[src/rtl/mole_pkg.sv]
// ---------------------------------------------------------------------------
// mole_pkg
// Shared types and constants for the mole scheduler slice.
//   state_t    : scheduler FSM states {IDLE, GAP, SPAWN, UP}
//   LFSR_TAPS  : Galois feedback mask for the 16-bit hole-picking LFSR
//   ROUND_W    : width of the cleared-round counter
//   TICK_W     : width of tick counters and the up-window register
//   lfsrNext() : one right-shifting Galois step of the LFSR
// ---------------------------------------------------------------------------
package mole_pkg;

  typedef enum logic [1:0] {
    IDLE,
    GAP,
    SPAWN,
    UP
  } state_t;

  localparam logic [15:0] LFSR_TAPS = 16'hB400;
  localparam int          ROUND_W   = 8;
  localparam int          TICK_W    = 16;

  // The bit shifted out of the bottom decides whether the taps are folded in.
  function automatic logic [15:0] lfsrNext(input logic [15:0] q);
    return q[0] ? ((q >> 1) ^ LFSR_TAPS) : (q >> 1);
  endfunction

endpackage

[src/rtl/mole_scheduler_lfsr16.sv]
// ---------------------------------------------------------------------------
// lfsr16
// Free-running 16-bit Galois LFSR used as the random source for hole picks.
// It advances on every clock, whatever the scheduler is doing.
// Ports:
//   clk   in   1   system clock
//   reset in   1   synchronous, active-high; loads the seed
//   seed  in  16   reset value; an all-zero seed is replaced by 16'h0001
//   q     out 16   current LFSR state
// ---------------------------------------------------------------------------
module lfsr16
  import mole_pkg::*;
(
  input  logic        clk,
  input  logic        reset,
  input  logic [15:0] seed,
  output logic [15:0] q
);

  logic [15:0] r_q;

  // An all-zero state would lock the LFSR forever, so a zero seed is swapped
  // for the smallest legal state.
  always_ff @(posedge clk) begin
    if (reset) begin
      r_q <= (seed == 16'h0000) ? 16'h0001 : seed;
    end else begin
      r_q <= lfsrNext(r_q);
    end
  end

  assign q = r_q;

endmodule

[src/rtl/mole_scheduler.sv]
// ---------------------------------------------------------------------------
// mole_scheduler
// Raises moles for hit_logic: after a quiet gap it picks random hole(s),
// holds them up for a timed window and drops them, either on a full clear
// from hit_logic or on expiry. Each clear shortens the window down to a floor.
// Optional feature macro: DOUBLE_MOLE_EN (two-mole rounds after 4 clears).
// Ports:
//   clk              in   1          system clock
//   reset            in   1          synchronous, active-high
//   game_in_progress in   1          level; low forces IDLE
//   full_clear_hit   in   1          pulse: every raised mole was hit
//   mole_positions   out  NUM_HOLES  1 = mole up in that hole
//   timeout_pulse    out  1          pulse: window expired without a clear
//   round_count      out  8          cleared rounds this game, saturating
//   up_ticks         out  16         current up-window length in ticks
// ---------------------------------------------------------------------------
module mole_scheduler
  import mole_pkg::*;
#(
  parameter int          NUM_HOLES     = 6,
  parameter int          CLKS_PER_TICK = 50000,
  parameter int          GAP_TICKS     = 300,
  parameter int          UP_TIME_TICKS = 1500,
  parameter int          UP_STEP_TICKS = 50,
  parameter int          MIN_UP_TICKS  = 400,
  parameter logic [15:0] LFSR_SEED     = 16'hACE1
) (
  input  logic                 clk,
  input  logic                 reset,
  input  logic                 game_in_progress,
  input  logic                 full_clear_hit,
  output logic [NUM_HOLES-1:0] mole_positions,
  output logic                 timeout_pulse,
  output logic [ROUND_W-1:0]   round_count,
  output logic [TICK_W-1:0]    up_ticks
);

  localparam int PRESC_W = (CLKS_PER_TICK > 1) ? $clog2(CLKS_PER_TICK) : 1;
  localparam int SUM_W   = TICK_W + 1;

  state_t                r_state;
  logic [PRESC_W-1:0]    r_presc;
  logic [TICK_W-1:0]     r_tickCnt;
  logic [NUM_HOLES-1:0]  r_moles;
  logic                  r_timeout;
  logic [ROUND_W-1:0]    r_roundCount;
  logic [TICK_W-1:0]     r_upTicks;

  logic [15:0]           w_lfsr;
  logic                  w_tick;
  logic                  w_gapDone;
  logic                  w_upDone;
  logic [TICK_W-1:0]     w_upNext;
  logic [7:0]            w_ia;
  logic [NUM_HOLES-1:0]  w_spawnMask;

  lfsr16 u_lfsr (
    .clk   (clk),
    .reset (reset),
    .seed  (LFSR_SEED),
    .q     (w_lfsr)
  );

  // A tick fires on the last prescaler cycle; a state lasting N ticks leaves
  // on the tick where the counter still reads N-1, i.e. N*CLKS_PER_TICK
  // cycles after entry.
  assign w_tick    = (r_presc == PRESC_W'(CLKS_PER_TICK - 1));
  assign w_gapDone = w_tick && (r_tickCnt == TICK_W'(GAP_TICKS - 1));
  assign w_upDone  = w_tick && (r_tickCnt == (r_upTicks - TICK_W'(1)));

  // Shrink the window but never below the floor; the compare is done one bit
  // wider so the subtraction can never wrap.
  assign w_upNext = ({1'b0, r_upTicks} >= (SUM_W'(MIN_UP_TICKS) + SUM_W'(UP_STEP_TICKS)))
                    ? (r_upTicks - TICK_W'(UP_STEP_TICKS))
                    : TICK_W'(MIN_UP_TICKS);

  assign w_ia = w_lfsr[7:0] % 8'(NUM_HOLES);

`ifdef DOUBLE_MOLE_EN
  logic [7:0] w_ib;
  logic       w_dbl;

  // The second hole is offset by 1..NUM_HOLES-1 from the first, so it can
  // never land on the same hole.
  assign w_ib  = (w_ia + 8'd1 + (w_lfsr[15:8] % 8'(NUM_HOLES - 1))) % 8'(NUM_HOLES);
  assign w_dbl = w_lfsr[0] && (r_roundCount >= ROUND_W'(4));
  assign w_spawnMask = (NUM_HOLES'(1) << w_ia) | (w_dbl ? (NUM_HOLES'(1) << w_ib) : '0);
`else
  logic w_unusedLfsr;

  assign w_unusedLfsr = ^w_lfsr[15:8];
  assign w_spawnMask  = NUM_HOLES'(1) << w_ia;
`endif

  // Scheduler FSM with registered outputs. Losing game_in_progress beats
  // everything; inside UP a clear beats an expiry landing on the same cycle.
  // Every state change clears the prescaler and tick counter.
  always_ff @(posedge clk) begin
    if (reset) begin
      r_state      <= IDLE;
      r_presc      <= '0;
      r_tickCnt    <= '0;
      r_moles      <= '0;
      r_timeout    <= 1'b0;
      r_roundCount <= '0;
      r_upTicks    <= TICK_W'(UP_TIME_TICKS);
    end else begin
      r_timeout <= 1'b0;
      if (w_tick) begin
        r_presc   <= '0;
        r_tickCnt <= r_tickCnt + TICK_W'(1);
      end else begin
        r_presc <= r_presc + PRESC_W'(1);
      end

      if (!game_in_progress) begin
        r_state   <= IDLE;
        r_moles   <= '0;
        r_presc   <= '0;
        r_tickCnt <= '0;
      end else begin
        case (r_state)
          IDLE: begin
            r_state      <= GAP;
            r_moles      <= '0;
            r_roundCount <= '0;
            r_upTicks    <= TICK_W'(UP_TIME_TICKS);
            r_presc      <= '0;
            r_tickCnt    <= '0;
          end
          GAP: begin
            r_moles <= '0;
            if (w_gapDone) begin
              r_state   <= SPAWN;
              r_presc   <= '0;
              r_tickCnt <= '0;
            end
          end
          SPAWN: begin
            r_state   <= UP;
            r_moles   <= w_spawnMask;
            r_presc   <= '0;
            r_tickCnt <= '0;
          end
          UP: begin
            if (full_clear_hit) begin
              r_state   <= GAP;
              r_moles   <= '0;
              r_upTicks <= w_upNext;
              r_presc   <= '0;
              r_tickCnt <= '0;
              if (r_roundCount != {ROUND_W{1'b1}}) begin
                r_roundCount <= r_roundCount + ROUND_W'(1);
              end
            end else if (w_upDone) begin
              r_state   <= GAP;
              r_moles   <= '0;
              r_timeout <= 1'b1;
              r_presc   <= '0;
              r_tickCnt <= '0;
            end
          end
          default: begin
            r_state <= IDLE;
            r_moles <= '0;
          end
        endcase
      end
    end
  end

  assign mole_positions = r_moles;
  assign timeout_pulse  = r_timeout;
  assign round_count    = r_roundCount;
  assign up_ticks       = r_upTicks;

endmodule

[config.mk]
export PLATFORM = sky130hd
export DESIGN_NAME = mole_scheduler
export DESIGN_NICKNAME = d
export VERILOG_FILES = /design/src/rtl/mole_pkg.sv /design/src/rtl/mole_scheduler_lfsr16.sv /design/src/rtl/mole_scheduler.sv
export SDC_FILE = /design/constraint.sdc
export NUM_CORES = 1
export LEC_CHECK = 0
export ABC_CLOCK_PERIOD_IN_PS = 3150
export CELL_PAD_IN_SITES_DETAIL_PLACEMENT = 0
export CELL_PAD_IN_SITES_GLOBAL_PLACEMENT = 1
export CORE_ASPECT_RATIO = 0.6
export CORE_MARGIN = 2
export CORE_UTILIZATION = 49
export DETAILED_ROUTE_END_ITERATION = 10
export DONT_BUFFER_PORTS = 1
export PLACE_DENSITY_LB_ADDON = 0.05
export SLEW_MARGIN = 10
export SYNTH_ARGS = -nofsm -noshare
export SYNTH_HDL_FRONTEND = slang
export SYNTH_HIERARCHICAL = 1
export SYNTH_SLANG_ARGS = --single-unit
[constraint.sdc]
create_clock -name clk -period 3.15 [get_ports clk]
set_input_delay 0.4725 -clock clk [delete_from_list [all_inputs] [get_ports clk]]
set_output_delay 0.4725 -clock clk [all_outputs]
set_load 0.02 [all_outputs]
-- Yosys cells after proc, flatten, opt, wreduce, memory -nomap -nowiden
Index checks and enable logic that the tools add are counted.
- flip-flop bits (word level): 81
- latch bits: 0
- bits in writable memories: 0
- bits in read-only memories: 0
- input bits: 4
- output and inout port bits: 31
- word-level logic and storage cells: 66
- memories: 0
- add/sub/neg operators: 5
- $mul: 0
- divide/modulo/power cells: 1
- $lt $le $gt $ge: 1
- equal/unequal tests: 11
- shift operators: 1
- mux-type cells: 25
- bitwise logic cells: 3
- reductions and logical operators: 11
- operators with widths (operator ; count):
    16-bit 2-to-1 mux ; 11
    16-bit case mux with 3 select lines ; 2
    16-bit by 1-bit adder with 16-bit output, second input constant ; 2
    16-bit case mux with 2 select lines ; 1
    6-bit case mux with 3 select lines ; 1
    16-bit equality test ; 1
    16-bit equality test, second input constant ; 1
    16-bit by 9-bit equality test with 1-bit output, second input constant ; 1
    16-bit by 9-bit >= comparator with 1-bit output, second input constant ; 1
    8-bit 2-to-1 mux ; 2
    8-bit case mux with 2 select lines ; 1
    16-bit by 1-bit subtractor with 16-bit output, second input constant ; 1
    16-bit by 6-bit subtractor with 16-bit output, second input constant ; 1
    6-bit 2-to-1 mux ; 2
    8-bit by 1-bit adder with 8-bit output, second input constant ; 1
    8-bit by 3-bit remainder unit with 8-bit output, second input constant ; 1
    8-bit != test, second input constant ; 1
    2-bit case mux with 4 select lines ; 1
    1-bit by 8-bit << shifter with 6-bit output, first input constant ; 1
    2-bit 2-to-1 mux ; 3
    2-bit != test, second input constant ; 3
    2-bit OR reduction ; 3
    2-bit equality test, second input constant ; 2
    3-bit NOT with 4-bit output ; 1
    other kinds (11) ; 13

-- Depth between registers and ports, before layout
- depth in word-level cells: 6
- gate-level depth with buffers: 11
- gate-level depth less buffers: 10

-- By module
The synthesis kept the hierarchy.
- by module, submodules not included (module ; instances ; cells each ; area each (um^2) ; sequential area each (um^2)):
    mole_scheduler ; 1 ; 475 ; 3936.3 ; 1281.2
    lfsr16 ; 1 ; 47 ; 590.6 ; 320.3

-- Worst setup path after synthesis
OpenSTA, ideal clock, no wires.
- kind: reg-to-reg
- start: register r_upTicks[1] (netlist: up_ticks[1])
- end: register r_tickCnt[1]
- arrival time: 2.631 ns
- data required time: 3.020 ns
- path slack: 0.388 ns
- stages on the path, launching flop included: 10
- period minus slack after synthesis: 2.762 ns
- cells stage by stage: dfxtp_1 -> inv_1 -> ha_1 -> nand2b_1 -> or4bb_1 -> a2111o_1 -> nor4_1 -> o31a_2 -> buf_6 -> nor3_1
- cells in the longest elaborated chain, start to end: 6
- ends and longest elaborated chain (item ; line ; source):
    start: declaration ; mole_scheduler.sv:47 ; logic [TICK_W-1:0] r_upTicks;
    start signal: assignment ; mole_scheduler.sv:106 ; r_upTicks <= TICK_W'(UP_TIME_TICKS);
    start signal: assignment ; mole_scheduler.sv:127 ; r_upTicks <= TICK_W'(UP_TIME_TICKS);
    start signal: assignment ; mole_scheduler.sv:149 ; r_upTicks <= w_upNext;
    16-bit by 1-bit subtractor with 16-bit output ; mole_scheduler.sv:69 ; assign w_upDone = w_tick && (r_tickCnt == (r_upTicks - TICK_W'(1)));
    16-bit equality test ; mole_scheduler.sv:69 ;
    1-bit logical AND ; mole_scheduler.sv:69 ;
    16-bit 2-to-1 mux ; mole_scheduler.sv:155 ; end else if (w_upDone) begin
    16-bit 2-to-1 mux ; mole_scheduler.sv:146 ; if (full_clear_hit) begin
    16-bit case mux with 3 select lines ; mole_scheduler.sv:122 ; case (r_state)
    end signal: assignment ; mole_scheduler.sv:111 ; r_tickCnt <= r_tickCnt + TICK_W'(1);
    end: declaration ; mole_scheduler.sv:43 ; logic [TICK_W-1:0] r_tickCnt;
No other way between the ends.
A chain may end at the register's enable or synchronous reset.

-- Final worst setup path
- start: register r_upTicks[1] (netlist: up_ticks[1])
- end: register r_state[1]
- cells in the longest elaborated chain, start to end: 5
- ends and longest elaborated chain (item ; line ; source):
    16-bit by 1-bit subtractor with 16-bit output ; mole_scheduler.sv:69 ;
    16-bit equality test ; mole_scheduler.sv:69 ;
    1-bit logical AND ; mole_scheduler.sv:69 ;
    3-bit != test (no source line) ; -- ;
    2-bit AND reduction (no source line) ; -- ;
    end signal: assignment ; mole_scheduler.sv:100 ; r_state <= IDLE;
    end signal: assignment ; mole_scheduler.sv:117 ; r_state <= IDLE;
    end signal: assignment ; mole_scheduler.sv:124 ; r_state <= GAP;
    end: declaration ; mole_scheduler.sv:41 ; state_t r_state;
No other way between the ends.

==> flow_summary.ini <==
[run_status]
status = completed

[cells_and_area]
final_nets = 573
drive_gt1_share_pct = 11.90
final_common_cell = dfxtp_1
synthToLayoutAreaGrowth_pct = 13.38
diodes = 0
stdcell_count = 679
final_cell_mix = 80 x dfxtp_1, 45 x nor2_1, 43 x nand2_1, 38 x xor2_1, 33 x conb_1

[power]
p_sw_share_pct = 24.77
power.density_nw_per_um2 = 505.5
p_switching_mw = 0.6427
worst_ir_drop_vdd_v = 0.0002453
p_leak_nw = 1.874
p_comb_share_pct = 10.2
clkPwrFrac_pct = 48.0
p_seq_share_pct = 41.8
internal_power_mw = 1.952
power_mw = 2.594

[cts]
cts-root-buf = clkbuf_16
cts_hold_buffers = 0
cts_resized = 0
insertion_delay_ps = 340
cts_made_buffers = 9
htreeDepth = 3
clk_pin_slew_ps = 60
ctsLongestPathBuffers = 2
tritoncts = yes
cts_sinks = 80
cts_setup_buffers = 0

[route]
drc_errors = 0
first_pass_iters = 5
drtAntennaViolNets = 0
wire_per_inst_um = 14.86
vias = 3740
via_per_inst = 5.508
wirelength_um = 10090
drt-initial-drc-count = 365

[logic_synthesis]
synthArstFlopShare_pct = 0
synth_seq_cells = 80
yosys_warnings = 6
synth_edf_count = 0
synth_top_area_share_pct = 35.38
synthCells = 522
netlist_area_um2 = 4527
synth.avg_cell_area_um2 = 8.672
synth.area.top_cells = dfxtp_1 35%, xor2_1 7.4%, xnor2_1 5.2%
synth_flop_cell = dfxtp_1
ys_seq_area_share_pct = 35.38
ys_types = 70
yosysTopAreaCell = dfxtp_1

[worst_setup_path]
rrSetupSlack_ps = 180
startpoint_type = flop
path_buf_inv = 1
critPathRequiredTime_ps = 3420
critPathKind = flop to flop
crit_slowest_cell = or4_1
crit_path_max_incr_delay_ps = 630
crit_family = simple AND/OR/NAND/NOR gates
worstPathArrival_ps = 3240
crit_chain = inv_1, ha_1, nor4b_4, and3_1, a211oi_1, o31a_1, or4_1, a22oi_1, mux2i_1
path_max_fanout = 7
endpoint_kind = flop

[timing]
relSlewSlack_pct = 42.59
drv_slew = 0
period_needed_ps = 2972
setup_violations = 0
tns_ps = 0
grt_setup_unrepaired = no
finalHoldViolCount = 0
fin_crit_sh_pct = 94.35
skew_ps = 5.500
tightest_slew_ps = 854.6
timing.fmax_mhz = 336.5

[flow_run]
drv_cap = 0

[floorplanning]
row_count = 27
die_y_um = 78.45
fp.dieW_um = 128.1
dieArea_um2 = 10050
start_util_pct = 49.81
ios = 35
core_area_um2 = 9087

[worst_hold_path]
hold_path.class = primary input to flop

[placement]
detailed_place_hpwl_um = 7419
io_buffers = 0
gp_congestion = 0.8580
place_inst = 663

[global_routing]
overflow = 0
grt_pass1_wl_um = 16820
antenna_found_initial = 0
grt_usage_pct = 21.23
grt_pass1_vias = 3321
grt_max_degree = 32
metrics by stage:
| step | cell area (µm²) | util [%] | worst slack, ps | hold slack (ps) |
|---|---|---|---|---|
| 2_1_floorplan | 4643 | - | 388.4 | 410.4 |
| 4_1_cts | 5131 | 56.46 | 214.9 | 182.4 |
| 5_1_grt | 5132 | 56.48 | 2.796 | 198.2 |
| 3_5_place_dp | 4780 | 52.60 | 243.9 | 419.9 |
| 6_report | 5132 | 56.48 | 178.1 | 202.1 |
| 3_3_place_gp | 4780 | 52.60 | 322.9 | 413.4 |
cells in the mapped netlist, types with 3 or more instances:
| cell type | count |
|---|---|
| nand3_1 | 28 |
| nor4_4 | 3 |
| o21bai_1 | 3 |
| buf_4 | 3 |
| or3b_2 | 3 |
| nor4_2 | 5 |
| inv_1 | 16 |
| nor2_1 | 45 |
| o211ai_1 | 3 |
| dfxtp_1 | 80 |
| a31oi_1 | 6 |
| nand2b_1 | 6 |
| clkbuf_1 | 11 |
| or3_1 | 4 |
| xor2_1 | 38 |
| nand4_1 | 16 |
| o21ai_0 | 17 |
| o22ai_1 | 6 |
| nand2_1 | 43 |
| xnor2_1 | 27 |
| mux2_2 | 8 |
| buf_2 | 5 |
| and3_1 | 10 |
| o21ai_1 | 4 |
| ha_1 | 11 |
| nor3_1 | 28 |
| mux2i_1 | 4 |
| nor4_1 | 7 |
| mux2_1 | 5 |
| a21oi_1 | 18 |
per-layer routing:
metal  vias to the layer above  global-route usage (%)  routed length (µm)
met4                         0                   5.604                  88
li1                       1908                       -                   -
met2                        95                   28.77                3857
met1                      1728                   32.09                5514
met3                         9                   6.408                 630
met5                         -                       0                   0
worst paths after layout:
path | from | to | cells after the start
worst max-delay path | up_ticks[1]$_SDFFE_PP0P_ | r_state[1]$_SDFFE_PP0P_ | 9
worst min-delay path | reset | round_count[0]$_SDFFE_PP0P_ | 1
worst max register to register | up_ticks[1]$_SDFFE_PP0P_ | r_state[1]$_SDFFE_PP0P_ | 9
worst min register to register | u_lfsr/q[10]$_DFF_P_ | u_lfsr/q[9]$_DFF_P_ | 1
area by class of cell:
| cell class | count | area (µm²) |
|---|---|---|
| Fill cell | 829 | 3955 |
| Multi-Input combinational cell | 430 | 2816 |
| Sequential cell | 80 | 1602 |
| Clock buffer | 10 | 239.0 |
| Timing Repair Buffer | 21 | 157.7 |
| Tap cell | 116 | 145.1 |
| Clock inverter | 6 | 112.6 |
| Inverter | 16 | 60.06 |
kinds of logic after synthesis:
family / Yosys count / share of synthesized area (%)
adders and majority gates: 11 / 3.040
DFF: 80 / 35.38
xor gates and xnor gates: 65 / 12.58
and+or+nand+nor: 219 / 27.14
muxes: 17 / 4.118
buffers and inverters: 43 / 5.003
AOI/OAI and AO/OA: 85 / 12.58
other: 2 / 0.1659
state kept, by name (all words and copies together) (netlist names):
register	cells
timeout_pulse	1
up_ticks	15
r_tickCnt	16
r_state	2
r_presc	16
round_count	8
u_lfsr/q	16
mole_positions	6
power by group through the flow:
stage | sequential (mW) | combinational (mW) | clock [mW]
2_1_floorplan | 1.09 | 0.224 | 0
3_3_place_gp | 1.11 | 0.255 | 0
3_5_place_dp | 1.11 | 0.260 | 0
4_1_cts | 1.08 | 0.262 | 1.27
5_1_grt | 1.09 | 0.298 | 1.30
6_report | 1.09 | 0.265 | 1.24
Note: power is estimated with default switching activity, not from simulation.
